**src/rtl/mult_share_arbiter.sv**
```systemverilog
// mult_share_arbiter: lets NREQ requesters share one sequential multiplier
// engine. Requesters take turns in round-robin order, and only one multiply
// runs at a time. The winner's operands are sent to the engine, the design
// waits for done (or gives up after TIMEOUT cycles), and the product is then
// returned tagged with the winner's ID.
module mult_share_arbiter #(
  parameter int WIDTH   = 4,
  parameter int NREQ    = 4,
  parameter int IDW     = 2,
  parameter int TIMEOUT = 15
) (
  input  logic                  clk,
  input  logic                  reset,
  input  logic [NREQ-1:0]       req_valid,
  input  logic [NREQ*WIDTH-1:0] req_a,
  input  logic [NREQ*WIDTH-1:0] req_b,
  output logic [NREQ-1:0]       req_ready,
  output logic                  mul_start,
  output logic [WIDTH-1:0]      mul_a,
  output logic [WIDTH-1:0]      mul_b,
  input  logic                  mul_done,
  input  logic [2*WIDTH-1:0]    mul_product,
  output logic                  rsp_valid,
  input  logic                  rsp_ready,
  output logic [IDW-1:0]        rsp_id,
  output logic [2*WIDTH-1:0]    rsp_product,
  output logic                  rsp_err,
  output logic                  busy
);

  localparam int CNTW = (TIMEOUT < 2) ? 1 : $clog2(TIMEOUT + 1);
  localparam logic [CNTW-1:0] CNT_LAST = CNTW'(TIMEOUT - 1);

  localparam logic [1:0] S_IDLE  = 2'd0;
  localparam logic [1:0] S_ISSUE = 2'd1;
  localparam logic [1:0] S_WAIT  = 2'd2;
  localparam logic [1:0] S_RESP  = 2'd3;

  logic [1:0]         r_state;
  logic [IDW-1:0]     r_lastGrant;
  logic [IDW-1:0]     r_id;
  logic [WIDTH-1:0]   r_a;
  logic [WIDTH-1:0]   r_b;
  logic [CNTW-1:0]    r_cnt;
  logic [2*WIDTH-1:0] r_product;
  logic               r_err;

  logic               w_found;
  logic [IDW-1:0]     w_grantId;
  logic [IDW:0]       w_cand;
  logic [NREQ-1:0]    w_grant;
  logic [WIDTH-1:0]   w_selA;
  logic [WIDTH-1:0]   w_selB;

  // Round-robin search. Start one past the last winner and wrap modulo NREQ,
  // so requester counts that are not a power of two also work.
  always_comb begin
    w_found   = 1'b0;
    w_grantId = '0;
    w_cand    = '0;
    w_grant   = '0;
    for (int k = 1; k <= NREQ; k++) begin
      w_cand = {1'b0, r_lastGrant} + (IDW+1)'(k);
      if (w_cand >= (IDW+1)'(NREQ)) begin
        w_cand = w_cand - (IDW+1)'(NREQ);
      end
      if (!w_found && req_valid[w_cand[IDW-1:0]]) begin
        w_found   = 1'b1;
        w_grantId = w_cand[IDW-1:0];
      end
    end
    if (w_found) begin
      w_grant[w_grantId] = 1'b1;
    end
  end

  // Select the winning requester's operand slices. The mux uses constant
  // slice bases.
  always_comb begin
    w_selA = '0;
    w_selB = '0;
    for (int i = 0; i < NREQ; i++) begin
      if (w_grantId == IDW'(i)) begin
        w_selA = req_a[i*WIDTH +: WIDTH];
        w_selB = req_b[i*WIDTH +: WIDTH];
      end
    end
  end

  // Main sequencer: IDLE -> ISSUE -> WAIT -> RESP. The round-robin pointer
  // moves only after the response has been accepted.
  always_ff @(posedge clk) begin
    if (reset) begin
      r_state     <= S_IDLE;
      r_lastGrant <= IDW'(NREQ - 1);
      r_id        <= '0;
      r_a         <= '0;
      r_b         <= '0;
      r_cnt       <= '0;
      r_product   <= '0;
      r_err       <= 1'b0;
    end else begin
      case (r_state)
        S_IDLE: begin
          if (w_found) begin
            r_a     <= w_selA;
            r_b     <= w_selB;
            r_id    <= w_grantId;
            r_state <= S_ISSUE;
          end
        end
        S_ISSUE: begin
          r_cnt   <= '0;
          r_state <= S_WAIT;
        end
        S_WAIT: begin
          r_cnt <= r_cnt + 1'b1;
          if (mul_done) begin
            r_product <= mul_product;
            r_err     <= 1'b0;
            r_state   <= S_RESP;
          end else if (r_cnt == CNT_LAST) begin
            r_product <= '0;
            r_err     <= 1'b1;
            r_state   <= S_RESP;
          end
        end
        S_RESP: begin
          if (rsp_ready) begin
            r_lastGrant <= r_id;
            r_state     <= S_IDLE;
          end
        end
        default: r_state <= S_IDLE;
      endcase
    end
  end

  assign req_ready   = (r_state == S_IDLE) ? w_grant : '0;
  assign mul_start   = (r_state == S_ISSUE);
  assign mul_a       = r_a;
  assign mul_b       = r_b;
  assign rsp_valid   = (r_state == S_RESP);
  assign rsp_id      = r_id;
  assign rsp_product = r_product;
  assign rsp_err     = r_err;
  assign busy        = (r_state != S_IDLE);

endmodule
```
**config.mk**
```make
export PLATFORM = sky130hd
export DESIGN_NAME = mult_share_arbiter
export DESIGN_NICKNAME = d
export VERILOG_FILES = /design/src/rtl/mult_share_arbiter.sv
export SDC_FILE = /design/constraint.sdc
export NUM_CORES = 1
export LEC_CHECK = 0
export CAP_MARGIN = 20
export CORE_MARGIN = 4
export CORE_UTILIZATION = 39
export CTS_BUF_LIST = sky130_fd_sc_hd__clkbuf_4 sky130_fd_sc_hd__clkbuf_8
export DETAILED_ROUTE_END_ITERATION = 8
export PLACE_DENSITY_LB_ADDON = 0.08
export REMOVE_ABC_BUFFERS = 1
export SYNTH_ARGS = -nofsm -noshare
export SYNTH_HDL_FRONTEND = slang
export SYNTH_SLANG_ARGS = --single-unit
```
**constraint.sdc**
```tcl
create_clock -name clk -period 2.37 [get_ports clk]
set_input_delay 0.711 -clock clk [delete_from_list [all_inputs] [get_ports clk]]
set_output_delay 0.711 -clock clk [all_outputs]
set_load 0.02 [all_outputs]
```
==> flow_summary.ini, run 1 <==
[synth]
synth_area_um2 = 1610
synth_commonest_cells = nor2_1 (35), dfxtp_1 (27), nand2_1 (10)
synth-edff-count = 0
avgSynthCellArea_um2 = 8.25
synthArstFlopShare = 0
synthFlopType = dfxtp_1
synth_top_cell_by_area = dfxtp_1
synth.most_common_cell = nor2_1
netlist.area_leader.share = 0.336
synth_seq_area_share = 0.336
synth_cells = 195
ys_types = 41
synth.ff_latch_count = 27
yosysWarnings = 0
synthTopCellsByArea = dfxtp_1 (34%), nor2_1 (8.2%), a221oi_2 (5.6%)

[grt]
grt_max_degree = 17
antenna_found_initial = 0
grt_usage = 0.188
grt_first_pass_wirelength_mm = 7.98
grt_pass1_vias = 1852
grt_overflow = 0

[sta]
setup_ws_ns = -0.0711
finalMaxSlewViolations = 0
max-slew-margin-rel = 0.735
finalClockSkew_ns = 0.00807
timing_hold_violations_final = 0
rsz0062_at_grt = yes
setup_viol_count_final = 3
tightest_slew_ns = 0.397
whs_ns = 0.462
period_minus_slack_ns = 2.44
fin_crit_sh = 1.03
tns_ns = -0.158
fmax_mhz = 410

[clock_tree]
cts_max_level = 1
numCtsBuffers = 3
clk_path_buf_depth = 2
cts.clk_slew.worst_paths_ns = 0.10
cts_hold_buf = 0
cts_tree = built
clock_latency_ns = 0.28
clock_tree.root_cell = clkbuf_8
cts.sinks = 27

[power]
p_per_area_nw_per_um2 = 809
leakage_nw = 1.11
power_frac_comb = 0.592
p_int_w = 0.00131
switching_power_w = 0.000869
ir_drop_uv = 409
p_clk_frac = 0.125
sw_frac_of_total = 0.399
power_w = 0.00218
pwr-share-seq = 0.283

[routing]
routed_wl_mm = 4.79
vias = 1781
drc_errors = 0
drtIter0Drc = 80
ant_nets = 0
dr.pass1.iters = 6
wire_per_inst_um = 14.0
vias_per_cell = 5.22

[hold_path]
hold_path_startpoint = rsp_err
hp-class = reg2reg

[cells_and_area]
antenna_cells = 0
final_area_um2 = 2690
multi_input_area_um2 = 1020
seq_area_um2 = 541
nets = 346
fillers = 340
drive_gt1_frac = 0.251
area_growth_pct = 67.1
fin_util = 0.672

[critical_path]
end_kind = output port
r2r-end = mul_b[0]
cp-startpoint = req_valid[1]
cp.required_ns = 1.66
rr_startpoint = r_lastGrant[1]
start_kind = input pin
timing.critical_path.to = req_ready[2]
path_max_fanout = 2
crit_type = in2out
arrival_ns = 1.73
reg2reg_depth = 6
r2r_slack_ns = 0.67

[floorplanning]
rows = 23
ios = 74
die_h_um = 72.2
dieWidth_um = 72.2
core-area_um2 = 4000
die-area_um2 = 5220
start_util = 0.402

[outcome]
failed_checks = setup timing
status = complete, but fails checks

[place]
place.gp.congestion = 0.806
hpwl_mm = 3.72
portBuffers = 73
placed_cell_area_um2 = 2560

[flow_run]
maxCapViolCount = 0
## worst min-delay path by stage
stage / slack (ns) / endpoint / depth (start not counted)
finish: 0.46 / rsp_err / 2
CTS: 0.47 / rsp_err / 2
global route: 0.49 / rsp_err / 2
global placement: 0.44 / rsp_err / 2
detailed placement: 0.45 / rsp_err / 2
floorplan: 0.48 / r_cnt[3] / 2
## metal layers
metal | routed length [um] | global-route usage | vias up
li1 | - | - | 895
met1 | 2150 | 0.225 | 829
met2 | 2290 | 0.337 | 49
met3 | 269 | 0.0332 | 8
met4 | 79 | 0.0605 | 0
met5 | 0 | 0 | -
## power groups by stage
| stage | Combinational (W) | Clock, W | Sequential (W) |
|---|---|---|---|
| 6_report | 0.00129 | 0.000272 | 0.000616 |
| 5_1_grt | 0.00140 | 0.000295 | 0.000631 |
| 4_1_cts | 0.00128 | 0.000284 | 0.000617 |
| 3_5_place_dp | 0.00126 | 0 | 0.000626 |
| 3_3_place_gp | 0.00125 | 0 | 0.000623 |
| 2_1_floorplan | 0.000573 | 0 | 0.000721 |
## critical path: stages
cell     delay [ns]
buf_6          0.09
o211a_1        0.22
or2_1          0.23
nor2_2         0.16
nand2_2        0.08
nor2_2         0.10
buf_6          0.12
## repair_timing
action / 4_1_cts / 5_1_grt
setup buffers: 3 / 0
endpoints found under the hold margin: 0 / 0
endpoints found under the setup margin: 5 / 5
gates resized for setup: 50 / 9
pin swaps: 9 / 3
## area by class of cell
class / count / area share
Clock buffer: 3 / 0.0154
Clock inverter: 1 / 0.00279
Inverter: 9 / 0.0126
Multi-Input combinational cell: 145 / 0.379
Sequential cell: 27 / 0.201
Tap cell: 50 / 0.0233
Timing Repair Buffer: 106 / 0.366
## layout by cell type, fill, tap and decap left out, drive strengths merged, types with 2 or more instances in the layout
cell           instances
nand2b                 2
and2                   3
a221oi                 6
a21oi                  9
a211oi                 7
clkbuf                 3
nor2b                  2
clkdlybuf4s50         63
o21ai                 10
a311oi                 3
inv                    9
nor3                   3
a31oi                  2
nand2                 10
a22oi                  8
a21o                   8
nor2                  36
a211o                  4
dfxtp                 27
nand3                  9
ha                     6
buf                   41
and3                   3
## cell families after synthesis
family	synth area share
multiplexers	0.00622
AO/OA/AOI/OAI	0.341
flip-flops	0.336
buffers and inverters	0.0630
AND/OR/NAND/NOR	0.207
adder cells (fa/ha/maj)	0.0467
## registers in the layout, indices dropped and copies added (netlist names)
register,cells
rsp_product,8
rsp_id,2
rsp_err,1
mul_a,4
r_lastGrant,2
r_cnt,4
mul_b,4
r_state,2
## per-stage QoR
step	instances	setup slack (ns)
after floorplan	181	-0.164
after global routing	341	-0.121
after global placement	334	-0.965
after CTS	341	-0.0795
after detailed placement	334	-0.975
final	341	-0.0711
No activity file was read; power rests on OpenSTA's default activity.
==> run 2, diff against run 1 <==
SKIP_CTS_REPAIR_TIMING = 1   (was not set)
==> flow_summary.ini, run 2 (synthesis gave the netlist of run 1 again) <==
[grt]
grt_overflow = 0
grt_pass1_vias = 1827
grt_max_degree = 17
antenna_found_initial = 0
grt_usage = 0.184
grt_first_pass_wirelength_mm = 7.83

[critical_path]
slowest_stage = or2_1
crit_type = in2out
worstPathCellList = buf_6 -> o211a_1 -> or2_1 -> nor2_2 -> nand2_2 -> nor2_2 -> buf_6
slowest_delay_ns = 0.23
end_kind = output port
arrival_ns = 1.77
cp.required_ns = 1.66
start_kind = input pin
path_max_fanout = 2

[routing]
routed_wl_mm = 4.82
dr.pass1.iters = 4
drc_errors = 0
ant_nets = 0
vias = 1776
drtIter0Drc = 70
wire_per_inst_um = 14.1
vias_per_cell = 5.18

[outcome]
status = complete, but fails checks
failed_checks = setup timing

[clock_tree]
clock_latency_ns = 0.28
cts.sinks = 27
clk_path_buf_depth = 2
cts_tree = built
clock_tree.root_cell = clkbuf_8
cts.clk_slew.worst_paths_ns = 0.10
numCtsBuffers = 3
cts_max_level = 1

[sta]
timing_hold_violations_final = 0
fmax_mhz = 403
finalClockSkew_ns = 0.00651
setup_ws_ns = -0.111
tns_ns = -0.196
rsz0062_at_grt = yes
fin_crit_sh = 1.05
finalMaxSlewViolations = 0
tightest_slew_ns = 0.391
setup_viol_count_final = 3
max-slew-margin-rel = 0.739
period_minus_slack_ns = 2.48

[floorplanning]
die-area_um2 = 5220
rows = 23
ios = 74
dieWidth_um = 72.2
core-area_um2 = 4000
start_util = 0.402
die_h_um = 72.2

[power]
leakage_nw = 1.15
p_per_area_nw_per_um2 = 810
ir_drop_uv = 413

[hold_path]
hp-class = reg2reg

[cells_and_area]
nets = 348
antenna_cells = 0
largest_reg_flops = 8
mostFrequentLayoutCells = clkdlybuf4s50_1 (63), nor2_1 (32), buf_4 (32), dfxtp_1 (27)
final_area_um2 = 2720
drive_gt1_frac = 0.253
area_growth_pct = 69.2
final_common_cell = clkdlybuf4s50_1

[place]
place_ws_ns = -0.975
hpwl_mm = 3.72
placed_cell_area_um2 = 2560
portBuffers = 73
place.gp.congestion = 0.806

[flow_run]
maxCapViolCount = 0
run 2: through the flow:
step                total power (W)  utilization  instances  hold slack (ns)
finish                      0.00221        0.681        343            0.461
global route                0.00236        0.681        343            0.491
CTS                         0.00217        0.652        338            0.467
detailed placement          0.00189        0.640        334            0.451
global placement            0.00187        0.640        334            0.443
floorplan                   0.00129            -        181            0.481
run 2: cell type report:
cell class / instances / area (um^2)
Timing Repair Buffer: 108 / 1020
Tap cell: 50 / 62.6
Clock buffer: 3 / 41.3
Multi-Input combinational cell: 145 / 1020
Clock inverter: 1 / 7.51
Inverter: 9 / 33.8
Sequential cell: 27 / 541
Fill cell: 335 / 1280
run 2: power by group:
part | switching [W] | total (W) | internal, W | leakage (nW)
clock network | 0.000151 | 0.000271 | 0.000119 | 0.0217
logic | 0.000664 | 0.00132 | 0.000656 | 0.907
registers | 0.0000604 | 0.000616 | 0.000555 | 0.221
total | 0.000875 | 0.00221 | 0.00133 | 1.15
run 2: worst paths after layout:
path,slack (ns),to,cells after the start,start
worst max-delay path,-0.11,req_ready[2],7,req_valid[1]
worst min-delay path,0.46,rsp_err,2,rsp_err
worst max register to register,0.66,mul_a[3],8,r_lastGrant[1]
worst min register to register,0.46,rsp_err,2,rsp_err
run 2: layer usage:
metal  vias to the layer above  global-route usage  share of wire
met5                         -                   0              0
met4                         0              0.0522          0.014
met1                       817               0.220           0.44
met2                        54               0.335           0.48
met3                         6              0.0319          0.066
li1                        899                   -              -
run 2: critical path: cells and delay by family:
| kind | cells | cell delay (ns) |
|---|---|---|
| buf+inv | 2 | 0.23 |
| compound gates | 1 | 0.22 |
| simple gates | 4 | 0.61 |
==> run 3, diff against run 2 <==
SKIP_CTS_REPAIR_TIMING = not set   (was 1)
==> results of run 3 <==
No change in the layout: final DEF, timing and power equal those of run 1.
